$ cat config.mk
export PLATFORM = sky130hd
export DESIGN_NAME = control_fsm
export DESIGN_NICKNAME = d
export VERILOG_FILES = /design/src/rtl/control_fsm.sv
export SDC_FILE = /design/constraint.sdc
export NUM_CORES = 1
export LEC_CHECK = 0
export BUFFER_PORTS_ARGS = -buffer_cell sky130_fd_sc_hd__buf_2
export CAP_MARGIN = 20
export CORE_ASPECT_RATIO = 0.7
export CORE_MARGIN = 2
export CORE_UTILIZATION = 54
export DETAILED_ROUTE_END_ITERATION = 12
export PLACE_DENSITY = 0.77
export REMOVE_ABC_BUFFERS = 1
export SKIP_CTS_REPAIR_TIMING = 1
export SLEW_MARGIN = 40
export SYNTH_ARGS = -nofsm -noshare
export SYNTH_HDL_FRONTEND = slang
export SYNTH_SLANG_ARGS = --single-unit
$ cat constraint.sdc
create_clock -name clk -period 2.2 [get_ports clk]
set_clock_uncertainty 0.15 [all_clocks]
set_input_delay 0.22 -clock clk [delete_from_list [all_inputs] [get_ports clk]]
set_output_delay 0.22 -clock clk [all_outputs]
set_load 0.005 [all_outputs]
$ cat src/rtl/control_fsm.sv
// Multi-cycle fetch/decode/execute controller for the 8-bit ALU datapath.
// Owns PC and IR; every output is a registered image of the state and IR being entered.
module control_fsm #(
   parameter int                  PC_WIDTH = 8,
   parameter logic [PC_WIDTH-1:0] RESET_PC = {PC_WIDTH{1'b0}},
   parameter int                  TIMEOUT  = 15
) (
   input  logic                clk,
   input  logic                rst_n,
   output logic                imem_req,
   output logic [PC_WIDTH-1:0] imem_addr,
   input  logic                imem_ack,
   input  logic [7:0]          imem_rdata,
   output logic [1:0]          rs1_addr,
   output logic [1:0]          rs2_addr,
   output logic [1:0]          alu_op,
   output logic [1:0]          alu_imm,
   output logic                alu_src_imm,
   output logic                alu_res_we,
   output logic                dmem_req,
   output logic                dmem_we,
   input  logic                dmem_ack,
   output logic                reg_we,
   output logic [1:0]          reg_waddr,
   output logic                wb_sel,
   output logic                halted,
   output logic                fault
);

   // The counter only ever has to hold TIMEOUT-1: the limit is detected on that value.
   localparam int                  CNT_W    = (TIMEOUT < 2) ? 1 : $clog2(TIMEOUT);
   localparam logic [CNT_W-1:0]    CNT_ZERO = {CNT_W{1'b0}};
   localparam logic [CNT_W-1:0]    CNT_ONE  = CNT_W'(1'b1);
   localparam logic [CNT_W-1:0]    CNT_LAST = CNT_W'(TIMEOUT - 1);
   localparam logic [PC_WIDTH-1:0] PC_ONE   = PC_WIDTH'(1'b1);
   localparam logic [PC_WIDTH-1:0] PC_ZERO  = {PC_WIDTH{1'b0}};

   localparam logic [1:0] OP_R    = 2'b00;
   localparam logic [1:0] OP_LW   = 2'b01;
   localparam logic [1:0] OP_SW   = 2'b10;
   localparam logic [1:0] OP_HALT = 2'b11;

   typedef enum logic [2:0] {
      ST_BOOT   = 3'd0,
      ST_FETCH  = 3'd1,
      ST_DECODE = 3'd2,
      ST_EXEC   = 3'd3,
      ST_MEM    = 3'd4,
      ST_WB     = 3'd5,
      ST_HALT   = 3'd6,
      ST_FAULT  = 3'd7
   } state_t;

   typedef struct packed {
      logic                imem_req;
      logic [PC_WIDTH-1:0] imem_addr;
      logic [1:0]          rs1_addr;
      logic [1:0]          rs2_addr;
      logic [1:0]          alu_op;
      logic [1:0]          alu_imm;
      logic                alu_src_imm;
      logic                alu_res_we;
      logic                dmem_req;
      logic                dmem_we;
      logic                reg_we;
      logic [1:0]          reg_waddr;
      logic                wb_sel;
      logic                halted;
      logic                fault;
   } ctl_t;

   localparam ctl_t CTL_IDLE = {$bits(ctl_t){1'b0}};

   state_t              state_r, state_s;
   logic [7:0]          ir_r, ir_s;
   logic [PC_WIDTH-1:0] pc_r, pc_s;
   logic [CNT_W-1:0]    cnt_r, cnt_s;
   logic [1:0]          opc_s;
   ctl_t                out_r, out_s;

   // Next state, IR, PC and handshake timeout counter.
   always_comb begin
      state_s = state_r;
      ir_s    = ir_r;
      pc_s    = pc_r;
      cnt_s   = cnt_r;
      case (state_r)
         ST_BOOT: begin
            state_s = ST_FETCH;
            cnt_s   = CNT_ZERO;
         end
         ST_FETCH: begin
            // An ack on the limit cycle still completes the fetch.
            if (imem_ack) begin
               ir_s    = imem_rdata;
               pc_s    = pc_r + PC_ONE;
               state_s = ST_DECODE;
            end else if (cnt_r == CNT_LAST) begin
               state_s = ST_FAULT;
            end else begin
               cnt_s = cnt_r + CNT_ONE;
            end
         end
         ST_DECODE: begin
            if (ir_r[7:6] == OP_HALT) begin
               state_s = ST_HALT;
            end else begin
               state_s = ST_EXEC;
            end
         end
         ST_EXEC: begin
            if (ir_r[7:6] == OP_R) begin
               state_s = ST_WB;
            end else begin
               state_s = ST_MEM;
               cnt_s   = CNT_ZERO;
            end
         end
         ST_MEM: begin
            if (dmem_ack) begin
               if (ir_r[7:6] == OP_LW) begin
                  state_s = ST_WB;
               end else begin
                  state_s = ST_FETCH;
                  cnt_s   = CNT_ZERO;
               end
            end else if (cnt_r == CNT_LAST) begin
               state_s = ST_FAULT;
            end else begin
               cnt_s = cnt_r + CNT_ONE;
            end
         end
         ST_WB: begin
            state_s = ST_FETCH;
            cnt_s   = CNT_ZERO;
         end
         ST_HALT:  state_s = ST_HALT;
         ST_FAULT: state_s = ST_FAULT;
         default:  state_s = ST_FAULT;
      endcase
   end

   // Output image of the state/IR about to be registered.
   always_comb begin
      out_s             = CTL_IDLE;
      opc_s             = ir_s[7:6];
      out_s.rs1_addr    = ir_s[3:2];
      out_s.rs2_addr    = (opc_s == OP_R) ? ir_s[1:0] : ir_s[5:4];
      out_s.alu_imm     = ir_s[1:0];
      out_s.imem_addr   = (state_s == ST_BOOT) ? PC_ZERO : pc_s;
      case (state_s)
         ST_FETCH: out_s.imem_req = 1'b1;
         ST_EXEC: begin
            out_s.alu_res_we = 1'b1;
            if (opc_s == OP_R) begin
               out_s.alu_op      = ir_s[5:4];
               out_s.alu_src_imm = 1'b0;
            end else begin
               out_s.alu_op      = 2'b00;
               out_s.alu_src_imm = 1'b1;
            end
         end
         ST_MEM: begin
            out_s.dmem_req = 1'b1;
            out_s.dmem_we  = (opc_s == OP_SW);
         end
         ST_WB: begin
            out_s.reg_we    = 1'b1;
            out_s.reg_waddr = (opc_s == OP_R) ? ir_s[3:2] : ir_s[5:4];
            out_s.wb_sel    = (opc_s == OP_LW);
         end
         ST_HALT:  out_s.halted = 1'b1;
         ST_FAULT: out_s.fault  = 1'b1;
         default:  out_s.fault  = 1'b0;
      endcase
   end

   // State and output registers; reset drops every output without waiting for clk.
   always_ff @(posedge clk or negedge rst_n) begin
      if (!rst_n) begin
         state_r <= ST_BOOT;
         ir_r    <= 8'h00;
         pc_r    <= RESET_PC;
         cnt_r   <= CNT_ZERO;
         out_r   <= CTL_IDLE;
      end else begin
         state_r <= state_s;
         ir_r    <= ir_s;
         pc_r    <= pc_s;
         cnt_r   <= cnt_s;
         out_r   <= out_s;
      end
   end

   assign imem_req    = out_r.imem_req;
   assign imem_addr   = out_r.imem_addr;
   assign rs1_addr    = out_r.rs1_addr;
   assign rs2_addr    = out_r.rs2_addr;
   assign alu_op      = out_r.alu_op;
   assign alu_imm     = out_r.alu_imm;
   assign alu_src_imm = out_r.alu_src_imm;
   assign alu_res_we  = out_r.alu_res_we;
   assign dmem_req    = out_r.dmem_req;
   assign dmem_we     = out_r.dmem_we;
   assign reg_we      = out_r.reg_we;
   assign reg_waddr   = out_r.reg_waddr;
   assign wb_sel      = out_r.wb_sel;
   assign halted      = out_r.halted;
   assign fault       = out_r.fault;

endmodule

==> impl_metrics.tcl <==
set metrics [dict create \
    path_class "register to register" \
    dieWidth_um 76.04 \
    min_period_ns 2.144 \
    drt_first_pass_iters 4 \
    wire_per_inst_um 14.55 \
    leakagePower_uw 0.001243 \
    drt_iter0_markers 162 \
    cts_tree "done" \
    num-fill-cells 262 \
    overflow 0 \
    cts_max_path_buffers 2 \
    layout-drive-gt1-share_pct 31.71 \
    core_um2 3491 \
    grt_start_max_net_pins 25 \
    critPathCaptureType "register" \
    dp_hpwl_um 2606 \
    via_per_inst 5.294 \
    cp_data_arrival_time_ns 2.19 \
    diodes 0 \
    die_h_um 54.43 \
    setup_violations 0 \
    cts_max_level 2 \
    hold_start "imem_rdata[1]" \
    status "finished, final reports clean" \
    peakVddDrop_v 0.0004346 \
    synth_edf_count 0 \
    die_area_um2 4139 \
    highest_layer "met4" \
    setup_tns_ns 0 \
    routabilityCongestion 0.8104 \
    worstPathMaxFanout 9 \
    initial_core_util_pct 56.20 \
    ios 39 \
    synthFlopType "dfrtp_1" \
    wl_met3_um 215 \
    hold_class "primary input to register" \
    dp_slack_ns -0.01760 \
    hold_violations 0 \
    syn_avg_cell_area_um2 12.19 \
    critPathLaunchType "register" \
    drtAntennaViolNets 0 \
    grt_pass1_wl_um 5713 \
    syn_inst 161 \
    vias 1350 \
    clk_pin_slew_worst_paths_ns 0.08 \
    tightest_slew_ns 0.5481 \
    clk_latency_ns 0.30 \
    power.density_nw_per_um2 598.9 \
    post-route-drc-count 0 \
    root_buffer "clkbuf_8" \
    power_uw 1424 \
    cts_sinks 46 \
    grt_antenna_before_repair 0 \
    ys_async_sr_fraction_pct 100.0 \
    rr_startpoint "state_r[1]" \
    synth.distinct_cells 40 \
    wl_met2_um 1722 \
    wl_um 3709 \
    crit_path_start "state_r[1]" \
    max_clock_freq_ghz 0.4664 \
    relSlewSlack_pct 63.46 \
    ys_ff_latch 46 \
    critPathRequiredTime_ns 2.25 \
    rows 18 \
    syn_area_um2 1962 \
    io_buffers 38 \
    drv_slew 0 \
    synth_warnings 0 \
    yosysSeqAreaShare_pct 58.67 \
    grt_pass1_vias 1246 \
    maxCapViolCount 0 \
    wl_met1_um 1710 \
    cts_made_buffers 5 \
    finalCritPeriodShare_pct 97.46 \
    syn2layout_area_growth_pct 21.17 \
    nNetsFinal 219 \
    grtUsageTotal_pct 18.83 \
    timing.final.ws_setup_ns 0.05598 \
]
==> cell usage in the layout, fill, tap and decap left out, drive strengths merged, types with 2 or more instances in the layout <==
cell,synthesis,layout
clkinv,0,2
xor2,4,4
clkbuf,1,5
nand3,5,5
nand4,3,3
dfrtp,46,46
and3,4,4
xnor2,10,10
nand2b,3,3
a21o,2,2
a2bb2oi,3,3
mux2i,2,2
a21oi,3,3
nor4b,2,2
or3,2,2
buf,8,43
nand2,6,6
a211oi,3,3
o21ai,5,5
dlygate4sd3,0,2
a2111oi,2,2
ha,3,3
nor2,15,15
mux2,11,11
inv,6,6
==> critical path, stage by stage (launching register included) <==
cell and delay [ns]:
dfrtp_1 0.46, buf_4 0.20, nor3b_1 0.31, o21ai_1 0.17, o21ai_2 0.22, nand2_2 0.18
a2111oi_4 0.34
==> metrics by stage <==
step                      instances  instance area (µm²)  hold WS [ns]  utilization [%]
after detailed placement        245                 2236       0.08759            64.05
after global placement          245                 2236       0.07655            64.05
after floorplan                 152                 1906       -0.2256                -
final                           255                 2377       0.01512            68.10
after CTS                       253                 2326       -0.2446            66.63
after global routing            255                 2377       0.01403            68.10
==> cell usage after synthesis (4+ instances only) <==
cell,number,share of area (%)
dfrtp_1,46,59
nor2_1,15,2.9
xnor2_1,10,4.5
mux2_1,6,3.4
nand2_1,6,1.1
buf_4,5,1.9
inv_1,5,0.96
mux2_2,5,2.9
nand3_1,5,1.3
and3_1,4,1.3
xor2_1,4,1.8
==> flip-flops by register name, summed over array words and instances, names as in the netlist, 2 cells and up <==
| register | count |
|---|---|
| rs2_addr | 2 |
| ir_r | 6 |
| state_r | 3 |
| pc_r | 8 |
| cnt_r | 4 |
| alu_op | 2 |
| imem_addr | 8 |
| reg_waddr | 2 |
==> layer usage <==
metal	GRT usage, %	vias up
met2	29.76	51
met3	5.776	9
met5	0	-
li1	-	646
met1	24.32	644
met4	9.697	0
==> layout make-up <==
type / count / area (µm²) / area share, %
clock buffers: 5 / 68.82 / 2.895
clock inverters: 3 / 21.27 / 0.8947
inverters: 6 / 22.52 / 0.9474
multi-input cells: 100 / 778.2 / 32.74
flip-flops and latches: 46 / 1151 / 48.42
well taps: 50 / 62.56 / 2.632
repair buffers: 45 / 272.8 / 11.47
==> power by group <==
group	leakage (µW)	switching [µW]	internal (µW)
Combinational	0.000589	35.1	25.2
Sequential	0.000610	5.28	849
Clock	0.0000441	286	223
Total	0.00124	326	1100
==> kinds of logic after synthesis <==
kind of cell | share of synthesized area [%]
compound gates | 9.057
xor+xnor | 6.250
fa+ha+maj | 1.913
buf+inv | 4.018
flops | 58.67
mux | 7.334
simple gates | 12.76
==> final timing paths <==
kind / to / slack, ns / cells after the start
min in group asynchronous: cnt_r[3] / 0.28 / 2
hold reg to reg: imem_addr[7] / 0.34 / 1
max in group asynchronous: alu_src_imm / 1.12 / 3
setup reg to reg: reg_waddr[1] / 0.06 / 6
setup / recovery: reg_waddr[1] / 0.06 / 6
hold / removal: ir_r[1] / 0.02 / 2
No activity file was read; power rests on OpenSTA's default activity.
